<file path="config.mk">
export PLATFORM = sky130hd
export DESIGN_NAME = data_mem_ctrl
export DESIGN_NICKNAME = d
export VERILOG_FILES = /design/src/rtl/dmem_pkg.sv /design/src/rtl/dmem_bank.sv /design/src/rtl/data_mem_ctrl.sv
export SDC_FILE = /design/constraint.sdc
export NUM_CORES = 1
export LEC_CHECK = 0
export CORE_UTILIZATION = 45
export DETAILED_ROUTE_END_ITERATION = 10
export MAX_ROUTING_LAYER = met4
export REMOVE_ABC_BUFFERS = 1
export SLEW_MARGIN = 5
export SYNTH_ARGS = -nofsm -noshare
export SYNTH_HDL_FRONTEND = slang
export SYNTH_SLANG_ARGS = --single-unit
</file>
<file path="constraint.sdc">
create_clock -name clock -period 5.9 [get_ports clock]
set_input_delay 1.18 -clock clock [delete_from_list [all_inputs] [get_ports clock]]
set_output_delay 1.18 -clock clock [all_outputs]
set_load 0.1 [all_outputs]
</file>
<file path="src/rtl/dmem_pkg.sv">
// dmem_pkg: shared types and helpers for the banked data memory.
//   state_t   : controller states (array clear, idle, response held)
//   BYTE_W    : width of one bank lane
//   row_carry : bank-to-row mapping helper for interleaved accesses
package dmem_pkg;

  localparam int BYTE_W = 8;

  typedef enum logic [1:0] {
    CLEAR = 2'd0,
    IDLE  = 2'd1,
    RESP  = 2'd2
  } state_t;

  // Byte b of the array lives in bank b%NB, row b/NB. An access starting in
  // lane `lane` of row r places its bytes in banks lane..NB-1 of row r and
  // wraps into banks 0..lane-1 of row r+1. Returns 1 when `bank` takes r+1.
  function automatic logic row_carry(input int unsigned bank, input int unsigned lane);
    return (bank < lane);
  endfunction

endpackage

</file>
<file path="src/rtl/dmem_bank.sv">
// dmem_bank: one byte-wide bank of the data memory.
//   clock : rising-edge clock
//   we    : write enable for this bank
//   row   : row index (shared by read and write)
//   wdata : byte to write
//   rdata : combinational read of the addressed row
module dmem_bank
  import dmem_pkg::*;
#(
  parameter int ROWS = 32,
  parameter int RW   = 5
) (
  input  logic              clock,
  input  logic              we,
  input  logic [RW-1:0]     row,
  input  logic [BYTE_W-1:0] wdata,
  output logic [BYTE_W-1:0] rdata
);

  logic [BYTE_W-1:0] mem [ROWS];

  always_ff @(posedge clock) begin
    if (we) begin
      mem[row] <= wdata;
    end
  end

  assign rdata = mem[row];

endmodule

</file>
<file path="src/rtl/data_mem_ctrl.sv">
// data_mem_ctrl: byte-addressable, big-endian data memory with a valid/ready
// request port and a held response port. NB interleaved byte banks let any
// access, aligned or not, complete in one array cycle.
//   clock, reset           : clock and asynchronous active-high reset
//   req_valid/req_ready    : request handshake
//   req_we/addr/wdata/be   : write flag, first byte address, data, byte enables
//   rsp_valid/rsp_ready    : response handshake (response held until taken)
//   rsp_rdata/rsp_err      : read data (0 for writes/errors), access rejected
//   busy                   : post-reset array clear in progress
module data_mem_ctrl
  import dmem_pkg::*;
#(
  parameter int DATA_W         = 16,
  parameter int ADDR_W         = 16,
  parameter int MEM_BYTES      = 64,
  parameter int ALLOW_MISALIGN = 1
) (
  input  logic                   clock,
  input  logic                   reset,
  input  logic                   req_valid,
  output logic                   req_ready,
  input  logic                   req_we,
  input  logic [ADDR_W-1:0]      req_addr,
  input  logic [DATA_W-1:0]      req_wdata,
  input  logic [DATA_W/8-1:0]    req_be,
  output logic                   rsp_valid,
  input  logic                   rsp_ready,
  output logic [DATA_W-1:0]      rsp_rdata,
  output logic                   rsp_err,
  output logic                   busy
);

  localparam int NB    = DATA_W / BYTE_W;
  localparam int ROWS  = MEM_BYTES / NB;
  localparam int RW    = (ROWS > 1) ? $clog2(ROWS) : 1;
  localparam int SHIFT = $clog2(NB);
  localparam int LNB   = (NB > 1) ? SHIFT : 1;

  state_t            state;
  logic [RW-1:0]     clear_row;
  logic              accept;
  logic              range_err;
  logic              align_err;
  logic              acc_err;
  logic [ADDR_W:0]   end_addr;
  logic [LNB-1:0]    lane;
  logic [RW-1:0]     row_base;
  logic [DATA_W-1:0] rd_data;
  logic [DATA_W-1:0] rsp_data_next;

  logic [BYTE_W-1:0] wbyte      [NB];
  logic              wbe        [NB];
  logic [BYTE_W-1:0] bank_rdata [NB];

  assign busy      = (state == CLEAR);
  assign req_ready = (state == IDLE) || ((state == RESP) && rsp_ready);
  assign accept    = req_valid && req_ready;

  // One extra bit so an address near the top of the address space cannot wrap
  // back into range.
  assign end_addr  = {1'b0, req_addr} + (ADDR_W+1)'(NB - 1);
  assign range_err = (32'(end_addr) >= 32'(MEM_BYTES));
  assign lane      = (NB > 1) ? LNB'(req_addr) : '0;
  assign align_err = (ALLOW_MISALIGN == 0) && (lane != '0);
  assign acc_err   = range_err || align_err;
  assign row_base  = RW'(req_addr >> SHIFT);

  // Byte k of the access: index 0 is the most significant byte (big-endian).
  for (genvar gi = 0; gi < NB; gi++) begin : g_lane
    assign wbyte[gi] = req_wdata[DATA_W-1-BYTE_W*gi -: BYTE_W];
    assign wbe[gi]   = req_be[NB-1-gi];
    // Unrotate: access byte gi came from bank (lane + gi) mod NB.
    assign rd_data[DATA_W-1-BYTE_W*gi -: BYTE_W] = bank_rdata[LNB'(gi) + lane];
  end

  for (genvar gi = 0; gi < NB; gi++) begin : g_bank
    logic [LNB-1:0]    k_idx;
    logic [RW-1:0]     row;
    logic              we;
    logic [BYTE_W-1:0] wdata;

    // Rotate: bank gi holds access byte (gi - lane) mod NB.
    assign k_idx = LNB'(gi) - lane;
    assign row   = busy ? clear_row
                        : row_base + RW'(row_carry(gi, 32'(lane)));
    assign we    = busy || (accept && !acc_err && req_we && wbe[k_idx]);
    assign wdata = busy ? '0 : wbyte[k_idx];

    dmem_bank #(
      .ROWS (ROWS),
      .RW   (RW)
    ) u_bank (
      .clock (clock),
      .we    (we),
      .row   (row),
      .wdata (wdata),
      .rdata (bank_rdata[gi])
    );
  end

  assign rsp_data_next = (acc_err || req_we) ? '0 : rd_data;

  always_ff @(posedge clock or posedge reset) begin
    if (reset) begin
      state     <= CLEAR;
      clear_row <= '0;
      rsp_valid <= 1'b0;
      rsp_rdata <= '0;
      rsp_err   <= 1'b0;
    end else begin
      case (state)
        CLEAR: begin
          if (clear_row == RW'(ROWS - 1)) begin
            state <= IDLE;
          end else begin
            clear_row <= clear_row + 1'b1;
          end
        end
        IDLE, RESP: begin
          if (accept) begin
            state     <= RESP;
            rsp_valid <= 1'b1;
            rsp_err   <= acc_err;
            rsp_rdata <= rsp_data_next;
          end else if ((state == RESP) && rsp_ready) begin
            state     <= IDLE;
            rsp_valid <= 1'b0;
            rsp_err   <= 1'b0;
            rsp_rdata <= '0;
          end
        end
        default: state <= CLEAR;
      endcase
    end
  end

endmodule

</file>
==> impl_metrics.env <==
export IMPL_status="finished clean"
export IMPL_critPathTopFamily="simple AND/OR/NAND/NOR gates"
export IMPL_p_leak_nw=8.48
export IMPL_drt_iter0_markers=1831
export IMPL_gp_congestion=0.958
export IMPL_synth_adder_area_share=0.00513
export IMPL_arrival_ns=4.76
export IMPL_synth_xor_area_frac=0.00319
export IMPL_n_fill_cell=3897
export IMPL_vdd_ir_drop_max_mv=0.319
export IMPL_final_nets=1594
export IMPL_timing_slew_headroom=0.204
export IMPL_layout_drive_gt1_share=0.118
export IMPL_totalWireLength_um=63700
export IMPL_synth_top_family_by_area="simple AND/OR/NAND/NOR gates"
export IMPL_area_growth_pct=14.9
export IMPL_remaining_drc_errors=0
export IMPL_seq_area_frac_synth=0.729
export IMPL_yosys_warnings=0
export IMPL_cts_buffers=53
export IMPL_row_count=80
export IMPL_num_vias=13900
export IMPL_htree_levels=2
export IMPL_critPathMaxFanout=14
export IMPL_cts_tree="yes"
export IMPL_p_per_area_nw_per_um2=454
export IMPL_pin_count=59
export IMPL_setup_slack_ns=1.37
export IMPL_seqCellArea_um2=16000
export IMPL_fmax_mhz=221
export IMPL_antenna_found_initial=0
export IMPL_hold_violations=0
export IMPL_slowest_stage="clkdlybuf4s50_1"
export IMPL_maxSlewViolCount=0
export IMPL_critPathCaptureType="register"
export IMPL_crit_path_start_kind="primary input"
export IMPL_crit_chain="clkdlybuf4s50_1 > nand4_2 > or4_1 > nand3_2 > nand4_4 > o31ai_4 > nand2_1 > nor2_1"
export IMPL_clock_skew_ns=0.0523
export IMPL_hpwl_um=42100
export IMPL_grt_first_pass_wirelength_um=92300
export IMPL_gr_total_overflow=0
export IMPL_synth_edf_count=512
export IMPL_synth_seq_cells=537
export IMPL_total_power_w=0.0114
export IMPL_final_antenna_net_count=0
export IMPL_worst_ep_required_time_ns=6.13
export IMPL_critical_path_max_stage_delay_ns=0.77
export IMPL_netlist_area_leader_share=0.701
export IMPL_insertion_delay_ns=0.64
export IMPL_maxCapViolations=0
export IMPL_multi_input_area_um2=5670
export IMPL_first_global_vias=13500
export IMPL_synth_cells=1469
export IMPL_yosysTopAreaCell="edfxtp_1"
export IMPL_diodes=0
export IMPL_core_area_um2=47900
export IMPL_final_setup_tns_ns=0
export IMPL_die_h_um=223
export IMPL_hold_class="reg2reg"
export IMPL_synth_simple_area_share=0.0977
export IMPL_grt_total_usage=0.265
export IMPL_layout_min_cycle_time_ns=4.53
export IMPL_via_per_inst=6.30
export IMPL_cts_resized=0
export IMPL_async_flop_share=0.0466
export IMPL_portBuffers=58
export IMPL_cts_buffer_depth=3
export IMPL_dieArea_um2=49600
export IMPL_worst_setup_path_type="in2reg"
export IMPL_synth_area_mux_share=0.0529
export IMPL_cts_clk_slew_worst_paths_ns=0.06
export IMPL_avgRoutedWirePerCell_um=28.9
export IMPL_layout_worst_path_cycle_share=0.767
export IMPL_tightest_slew_ns=1.19
export IMPL_grt_max_degree=59
export IMPL_rsz0062_at_grt="no"
export IMPL_finalSetupViolCount=0
export IMPL_ctsRootBufferMaster="clkbuf_16"
export IMPL_place_ws_ns=0.767
export IMPL_synth_compound_area_frac=0.0932
export IMPL_syn_avg_cell_area_um2=14.9
export IMPL_initial_core_util=0.457
export IMPL_clock_sinks=537
export IMPL_drt_pass1_iterations=5
export IMPL_hold_buffers=0
export IMPL_synth_area_top_cells="edfxtp_1 (70%), mux2i_1 (4.5%), nand2_1 (3.5%), dfrtp_1 (2.9%), a32oi_1 (2.7%)"
export IMPL_ys_types=63
export IMPL_path_buf_inv=1
export IMPL_die_x_um=223
export IMPL_syn_area_um2=21900
export IMPL_postCtsSetupBuffers=0
export IMPL_synth_flop_cell="edfxtp_1"
## report_power, final
group / internal [W] / leakage [nW] / switching, W
clock: 0.00193 / 0.867 / 0.00148
combinational: 0.000867 / 2.62 / 0.00240
sequential: 0.00471 / 4.99 / 0.0000521
total: 0.00751 / 8.48 / 0.00393
## Yosys cell counts (3+ instances only)
cell,instances
mux2i_1,99
buf_4,5
or3_1,5
nor2_1,88
or3b_2,8
dfrtp_1,25
o22ai_1,79
nand3_4,5
nand3_1,25
and2_1,7
nand2_1,202
xnor2_1,6
a32oi_1,67
o22a_1,13
nor4_1,10
edfxtp_1,512
ha_1,9
buf_2,31
nand4_1,32
a2bb2oi_1,3
clkbuf_1,34
mux4_2,3
o21bai_1,5
mux2_2,7
nand4_2,3
buf_1,8
o221ai_1,31
nor3_1,23
a21oi_1,21
a22oi_1,16
nand2b_1,4
nand3b_1,9
inv_1,8
o21ai_0,21
or4_1,5
## metal layers
metal | track usage | vias up | routed length (um)
li1 | - | 6007 | -
met1 | 0.364 | 6967 | 26300
met2 | 0.392 | 774 | 28900
met3 | 0.0620 | 129 | 6390
met4 | 0.0832 | 0 | 2030
met5 | - | - | 0
## sequential cells by signal, summed over array words and instances (netlist names)
signal	flops
g_bank.u_bank.mem	512
rsp_rdata	16
clear_row	5
state	2
rsp_err	1
rsp_valid	1
## metrics by stage
stage          area [um2]  hold WS (ns)   util  std cells
5_1_grt             25200         0.546  0.526       2204
4_1_cts             25200         0.493  0.526       2204
3_3_place_gp        23400         0.464  0.489       2106
2_1_floorplan       21600         0.539      -       1389
6_report            25200         0.496  0.526       2204
3_5_place_dp        23400         0.478  0.489       2106
## cell usage in the layout (no fill, tap or decap), types with 8 or more instances in the layout
master and instances:
mux2i_1 97, a21oi_1 21, nand3_1 25, a32oi_1 67
o21ai_0 20, a22oi_1 16, o22ai_1 79, nor2_1 72
buf_4 39, dfrtp_1 25, nand2_1 202, or3b_2 8
clkinv_2 16, o22a_1 13, clkbuf_16 53, nor2_4 11
nor4_1 10, ha_1 8, clkbuf_1 9, inv_1 8
edfxtp_1 512, clkdlybuf4s50_1 57, nor3_1 23, nand3b_1 9
o221ai_1 31, nand4_1 32
## logic make-up after synthesis
logic type,Yosys count
AO/OA/AOI/OAI,275
adder cells (fa/ha/maj),9
multiplexers,110
AND/OR/NAND/NOR,442
buffers and inverters,88
XOR/XNOR,8
flip-flops,537
## path summary, 6_finish.rpt
path                          startpoint                         end  slack [ns]  cells past startpoint
max                          req_addr[3]  g_bank[0].u_bank.mem[8][1]        1.37                      8
min                        rsp_rdata[12]               rsp_rdata[12]        0.50                      2
max reg2reg                     state[1]               rsp_rdata[12]        1.81                     10
min reg2reg                rsp_rdata[12]               rsp_rdata[12]        0.50                      2
max in group asynchronous          reset               rsp_rdata[15]        4.64                      3
min in group asynchronous          reset                rsp_rdata[5]        0.95                      3
## final cells by class
class	instances	share of cell area
well taps	615	0.0305
clock buffers	65	0.0556
flip-flops and latches	537	0.635
repair buffers	102	0.0384
clock inverters	33	0.0145
inverters	8	0.00119
multi-input cells	844	0.225
## worst reg2reg max path: stages, from the launching register on
cell	delay [ns]
dfrtp_1	0.40
inv_1	0.11
ha_2	0.44
buf_4	0.49
or3_1	0.30
and2_2	0.86
o221ai_1	0.32
o22ai_1	0.51
o22a_1	0.28
nand4_1	0.15
nand3_1	0.15
No activity file was read; power rests on OpenSTA's default activity.
